`config.mk`:
```
export PLATFORM = sky130hd
export DESIGN_NAME = mips_multicycle_ctrl
export DESIGN_NICKNAME = d
export VERILOG_FILES = /design/src/rtl/mips_multicycle_ctrl.sv
export SDC_FILE = /design/constraint.sdc
export NUM_CORES = 1
export LEC_CHECK = 0
export BUFFER_PORTS_ARGS = -buffer_cell sky130_fd_sc_hd__buf_2
export CORE_ASPECT_RATIO = 1.25
export CORE_UTILIZATION = 46
export CTS_CLUSTER_SIZE = 30
export DETAILED_ROUTE_END_ITERATION = 7
export PLACE_DENSITY = 0.76
export SETUP_SLACK_MARGIN = 0.05
export SLEW_MARGIN = 20
export SYNTH_ARGS = -nofsm -noshare
export SYNTH_HDL_FRONTEND = slang
export SYNTH_SLANG_ARGS = --single-unit
```
`constraint.sdc`:
```
create_clock -name clk -period 1.9 [get_ports clk]
set_clock_uncertainty 0.2 [all_clocks]
set_input_delay 0.38 -clock clk [delete_from_list [all_inputs] [get_ports clk]]
set_output_delay 0.38 -clock clk [all_outputs]
set_load 0.05 [all_outputs]
```
`src/rtl/mips_multicycle_ctrl.sv`:
```
// Multi-cycle MIPS control sequencer: drives datapath selects/strobes, shares one memory port.
// Define MIPS_CTRL_ADDI_EN to decode addi (opcode 0x08); otherwise 0x08 halts as illegal.
module mips_multicycle_ctrl #(
  parameter int CNT_W = 16
) (
  input  logic             clk,
  input  logic             reset,
  input  logic             run,
  input  logic [5:0]       op_code,
  input  logic             mem_ready,
  output logic             pc_write,
  output logic             pc_write_cond,
  output logic             i_or_d,
  output logic             mem_read,
  output logic             mem_write,
  output logic             ir_write,
  output logic             mem_to_reg,
  output logic             reg_dst,
  output logic             reg_write,
  output logic             alu_src_a,
  output logic [1:0]       alu_src_b,
  output logic [1:0]       alu_op,
  output logic [1:0]       pc_source,
  output logic [3:0]       state,
  output logic             halted,
  output logic [CNT_W-1:0] retired_count
);

  typedef enum logic [3:0] {
    S_IDLE      = 4'd0,
    S_FETCH     = 4'd1,
    S_DECODE    = 4'd2,
    S_MEM_ADDR  = 4'd3,
    S_MEM_READ  = 4'd4,
    S_MEM_WB    = 4'd5,
    S_MEM_WRITE = 4'd6,
    S_EXECUTE   = 4'd7,
    S_R_WB      = 4'd8,
    S_BRANCH    = 4'd9,
    S_HALT      = 4'd10
`ifdef MIPS_CTRL_ADDI_EN
    ,
    S_ADDI_EX   = 4'd11,
    S_ADDI_WB   = 4'd12
`endif
  } state_t;

  localparam logic [5:0] OP_RTYPE = 6'h00;
  localparam logic [5:0] OP_BEQ   = 6'h04;
  localparam logic [5:0] OP_LW    = 6'h23;
  localparam logic [5:0] OP_SW    = 6'h2B;
`ifdef MIPS_CTRL_ADDI_EN
  localparam logic [5:0] OP_ADDI  = 6'h08;
`endif

  state_t             state_q, state_d;
  logic [CNT_W-1:0]   cnt_q, cnt_d;
  logic               halted_q, halted_d;
  logic [5:0]         op_q, op_d;
  logic               retire;

  always_comb begin
    state_d  = state_q;
    cnt_d    = cnt_q;
    halted_d = halted_q;
    op_d     = (state_q == S_DECODE) ? op_code : op_q;
    retire   = 1'b0;
    case (state_q)
      S_IDLE:      if (run) state_d = S_FETCH;
      S_FETCH:     if (mem_ready) state_d = S_DECODE;
      S_DECODE: begin
        case (op_code)
          OP_LW, OP_SW: state_d = S_MEM_ADDR;
          OP_RTYPE:     state_d = S_EXECUTE;
          OP_BEQ:       state_d = S_BRANCH;
`ifdef MIPS_CTRL_ADDI_EN
          OP_ADDI:      state_d = S_ADDI_EX;
`endif
          default:      state_d = S_HALT;
        endcase
      end
      S_MEM_ADDR:  state_d = (op_q == OP_LW) ? S_MEM_READ : S_MEM_WRITE;
      S_MEM_READ:  if (mem_ready) state_d = S_MEM_WB;
      S_MEM_WRITE: retire = mem_ready;
      S_EXECUTE:   state_d = S_R_WB;
      S_MEM_WB, S_R_WB, S_BRANCH: retire = 1'b1;
`ifdef MIPS_CTRL_ADDI_EN
      S_ADDI_EX:   state_d = S_ADDI_WB;
      S_ADDI_WB:   retire = 1'b1;
`endif
      S_HALT:      state_d = S_HALT;
      default:     state_d = S_IDLE;
    endcase
    // A finished instruction always returns through FETCH or parks in IDLE.
    if (retire) begin
      cnt_d   = cnt_q + CNT_W'(1);
      state_d = run ? S_FETCH : S_IDLE;
    end
    if (state_d == S_HALT) halted_d = 1'b1;
  end

  always_ff @(posedge clk or posedge reset) begin
    if (reset) begin
      state_q  <= S_IDLE;
      cnt_q    <= '0;
      halted_q <= 1'b0;
    end else begin
      state_q  <= state_d;
      cnt_q    <= cnt_d;
      halted_q <= halted_d;
    end
  end

  // Opcode is held past DECODE so MEM_ADDR can pick load vs store.
  always_ff @(posedge clk) begin
    op_q <= op_d;
  end

  always_comb begin
    pc_write      = 1'b0;
    pc_write_cond = 1'b0;
    i_or_d        = 1'b0;
    mem_read      = 1'b0;
    mem_write     = 1'b0;
    ir_write      = 1'b0;
    mem_to_reg    = 1'b0;
    reg_dst       = 1'b0;
    reg_write     = 1'b0;
    alu_src_a     = 1'b0;
    alu_src_b     = 2'b00;
    alu_op        = 2'b00;
    pc_source     = 2'b00;
    case (state_q)
      S_FETCH: begin
        mem_read  = 1'b1;
        alu_src_b = 2'b01;
        ir_write  = mem_ready;
        pc_write  = mem_ready;
      end
      S_DECODE:    alu_src_b = 2'b11;
      S_MEM_ADDR: begin
        alu_src_a = 1'b1;
        alu_src_b = 2'b10;
      end
      S_MEM_READ: begin
        mem_read = 1'b1;
        i_or_d   = 1'b1;
      end
      S_MEM_WB: begin
        reg_write  = 1'b1;
        mem_to_reg = 1'b1;
      end
      S_MEM_WRITE: begin
        mem_write = 1'b1;
        i_or_d    = 1'b1;
      end
      S_EXECUTE: begin
        alu_src_a = 1'b1;
        alu_op    = 2'b10;
      end
      S_R_WB: begin
        reg_write = 1'b1;
        reg_dst   = 1'b1;
      end
      S_BRANCH: begin
        alu_src_a     = 1'b1;
        alu_op        = 2'b01;
        pc_write_cond = 1'b1;
        pc_source     = 2'b01;
      end
`ifdef MIPS_CTRL_ADDI_EN
      S_ADDI_EX: begin
        alu_src_a = 1'b1;
        alu_src_b = 2'b10;
      end
      S_ADDI_WB:   reg_write = 1'b1;
`endif
      default: ;
    endcase
  end

  assign state         = state_q;
  assign halted        = halted_q;
  assign retired_count = cnt_q;

endmodule

```
==> results.md <==
* Final hold vios at 0
* Setup crit end kind: output port
* WP data required at about 1.3 ns
* Worst setup startpoint: state[3]
* Final Worst Setup Slack at -0.187 ns
* R2R Setup Slk at -0.09 ns
* Largest net degree at the start of global routing at 22
* Met2 Track Usage GR at 0.452
* Share of cells above drive strength 1 at 0.541
* Synthesized flop and latch total at 27
* Post-synth EDFFs at 6
* Tightest Pin Transition at ~0.57 ns
* Worst r2r dst: retired_count[11]
* Worst slack at placement at -0.211 ns
* Register area share after synthesis at 0.457
* Final min period at ~2.1 ns
* Asr flop ratio synth at 0.778
* Yosys warnings at 0
* Reg2reg start: state[3]
* CTS clk-pin slew, worst paths at about 0.080 ns
* Synthesized area at between 1500 and 2000 sq um
* Final slew viol count at 0
* CP max stage delay at approximately 0.47 ns
* DRC viols at 0
* Arr. time, crit path at 1.51 ns
* Chip width at 53.8 microns
* Initial core utilization at 0.484
* Post-route insts no fill at around 260
* Vias in the first global route at between 1000 and 1500
* Mux cell area share after synthesis at 0.0138
* Compound-Gate Fraction of Synth Area at 0.112
* Worst r2r path cells at 6
* # diodes at 0
* Failing checks: setup timing
* Total global routing overflow at 0
* Adder-cell share of the synthesized area at 0.00810
* Register area at between 700 and 800 sq um
* CTS Buffer Depth at 2
* Commonest non-fill, non-tap cell in the layout: buf_2
* Main synth FF type: dfrtp_1
* Placer congestion estimate at approximately 0.85
* Multi-input gate area at between 900 and 1000 sq um
* Xor and xnor area share after synthesis at 0.0964
* Row count at 23
* Drt pass-1 iters at 4
* Initial antenna violation count at 0
* Met3 Resource Use GR at 0.0342
* RSZ-0062 raised after global routing: true
* GRT Overall Usage at 0.253
* Worst-skew pair later-pin latency at approximately 0.27 ns
* Fill cells at between 200 and 250
* Avg Cell Area, Syn at between 10 and 15 sq um
* DRT iter0 DRCs at 42
* Simple-Gate Fraction of Synth Area at 0.253
* CTS root buffer: clkbuf_8
* Max Fclk at between 400 and 500 MHz
* Avg Vias per Cell at about 5.6
* Post-synthesis net count at between 150 and 200
* CTS buffer count at 3
* IO Count at 47
* Setup CP Type: register to output port
* Most frequent cells in the layout: 30 x buf_2, 25 x buf_4, 17 x dfrtp_1
* GR Util met1 at 0.279
* Port bufs at 45
* CTS Sinks at 27
* Synth cell types at 45
* CTS tree: built
* Main combinational cell family by area after synthesis: simple AND/OR/NAND/NOR gates
* Die Ht at approximately 67 microns
* Aggregate routed wire length at between 4000 and 5000 microns
* Pwr Density at 1480 nW/um^2
* Synth Instances at 149
* Max-cap violations at 0
* VDD IR-drop max at approximately 1.1 mV
* Worst Setup EP: pc_write
* Critical path peak fanout at 7
* Die Area at 3600 sq um
* Final Cycle Share at 1.10
* WL/cell at between 15 and 20 microns
* Crit-path cells: buf_4 -> nor4b_4 -> buf_6
* Dpl hpwl at roughly 2600 microns
* Status: finished with violations
* DR vias at ~1400
* Post-route ant nets at 0
* Hold WC Path Type: primary input to register
* Area delta synth->final at 56.9%
* Core Area at 3190 sq um
* Layout net count at around 230
* Busiest grt layer: met2
* Final setup viols at 28
* Slowest-stage cell, CP: dfrtp_2
* Crit start category: register
* Worst slew margin at 0.613
* Cells after DPL at about 240
* Global-route wire length before repair at 6550 microns
* H-tree depth at 1
* Leakage at 1.10 nW
==> cell usage after synthesis (2+ instances only) <==
library cell   n  share of area
nor2_1        12          0.029
nor3_1         2         0.0065
buf_2          3         0.0097
buf_4          4          0.019
inv_1          5          0.012
nand4_1       10          0.040
and2_1         5          0.020
o21ai_0        4          0.013
a21oi_1        6          0.019
nand2b_1       5          0.020
edfxtp_1       6           0.12
xnor2_1       13          0.074
nand3_1        5          0.016
nand2_1        4         0.0097
nor3b_1        2         0.0097
xor2_1         4          0.023
and4_1         5          0.028
dfrtp_1       21           0.34
and3_1         4          0.016
clkbuf_1       4         0.0097
==> worst min path at each step <==
| stage | endpoint | start | slack (ns) | depth (start not counted) |
|---|---|---|---|---|
| after floorplan | halted | reset | 0.16 | 1 |
| after global placement | retired_count[11] | reset | 0.21 | 3 |
| after detailed placement | retired_count[13] | reset | 0.23 | 3 |
| after CTS | op_q[3] | op_code[3] | 0.10 | 1 |
| after global routing | op_q[3] | op_code[3] | 0.1 | 1 |
| final | op_q[3] | op_code[3] | 0.11 | 1 |
==> metrics by stage <==
stage | hold WS, ns | TNS, ns | cell area, sq um | utilization | power [W]
after floorplan | 0.156 | -5.04 | 1690 | - | 0.00230
after global placement | 0.213 | -1.21 | 1990 | 0.624 | 0.00264
after detailed placement | 0.235 | -2.22 | 1990 | 0.624 | 0.00267
after CTS | 0.101 | -1.34 | 2360 | 0.738 | 0.00346
after global routing | 0.0998 | -3.63 | 2420 | 0.759 | 0.00376
final | 0.107 | -1.88 | 2420 | 0.759 | 0.00359
==> power by group <==
part	total [W]	internal, W	switching (W)
Clock	0.000321	0.000150	0.000171
Combinational	0.00243	0.000991	0.00143
Sequential	0.000846	0.000718	0.000128
Total	0.00359	0.00186	0.00173
==> logic make-up after synthesis <==
kind of cell	after synthesis
AOI/OAI and AO/OA	22
xor gates and xnor gates	17
adders and majority gates	1
buffers and inverters	17
DFF	27
muxes	2
other	1
and+or+nand+nor	62
==> registers in the layout, indices dropped and copies added (netlist names) <==
register and flops:
op_q 6, halted 1, state 4, retired_count 16
==> metal layers <==
layer | wire length, microns | vias to the layer above
met5 | 0 | -
met4 | 65 | 0
met3 | 143 | 6
met2 | 2370 | 48
met1 | 1690 | 701
li1 | - | 679
==> cell type report <==
type,instances,area share
clock buffers,3,0.0170
well taps,37,0.0191
repair buffers,79,0.270
flip-flops and latches,27,0.293
multi-input cells,105,0.389
inverters,5,0.00877
clock inverters,1,0.00258
==> worst max-delay path: cells and delay by family (launching register included) <==
kind | cells | cell delay, ns
buffers and inverters | 2 | 0.39
DFF | 1 | 0.47
and+or+nand+nor | 1 | 0.37
==> timing repair <==
| item | CTS | global route |
|---|---|---|
| pin swaps | 7 | 4 |
| gates resized for setup | 49 | 11 |
| hold buffers | 1 | 0 |
| hold endpoints to repair | 21 | 0 |
| setup endpoints to repair | 31 | 34 |
| setup buffers | 13 | 3 |
| gates cloned | 1 | 0 |
(Power assumes the default switching activity.)
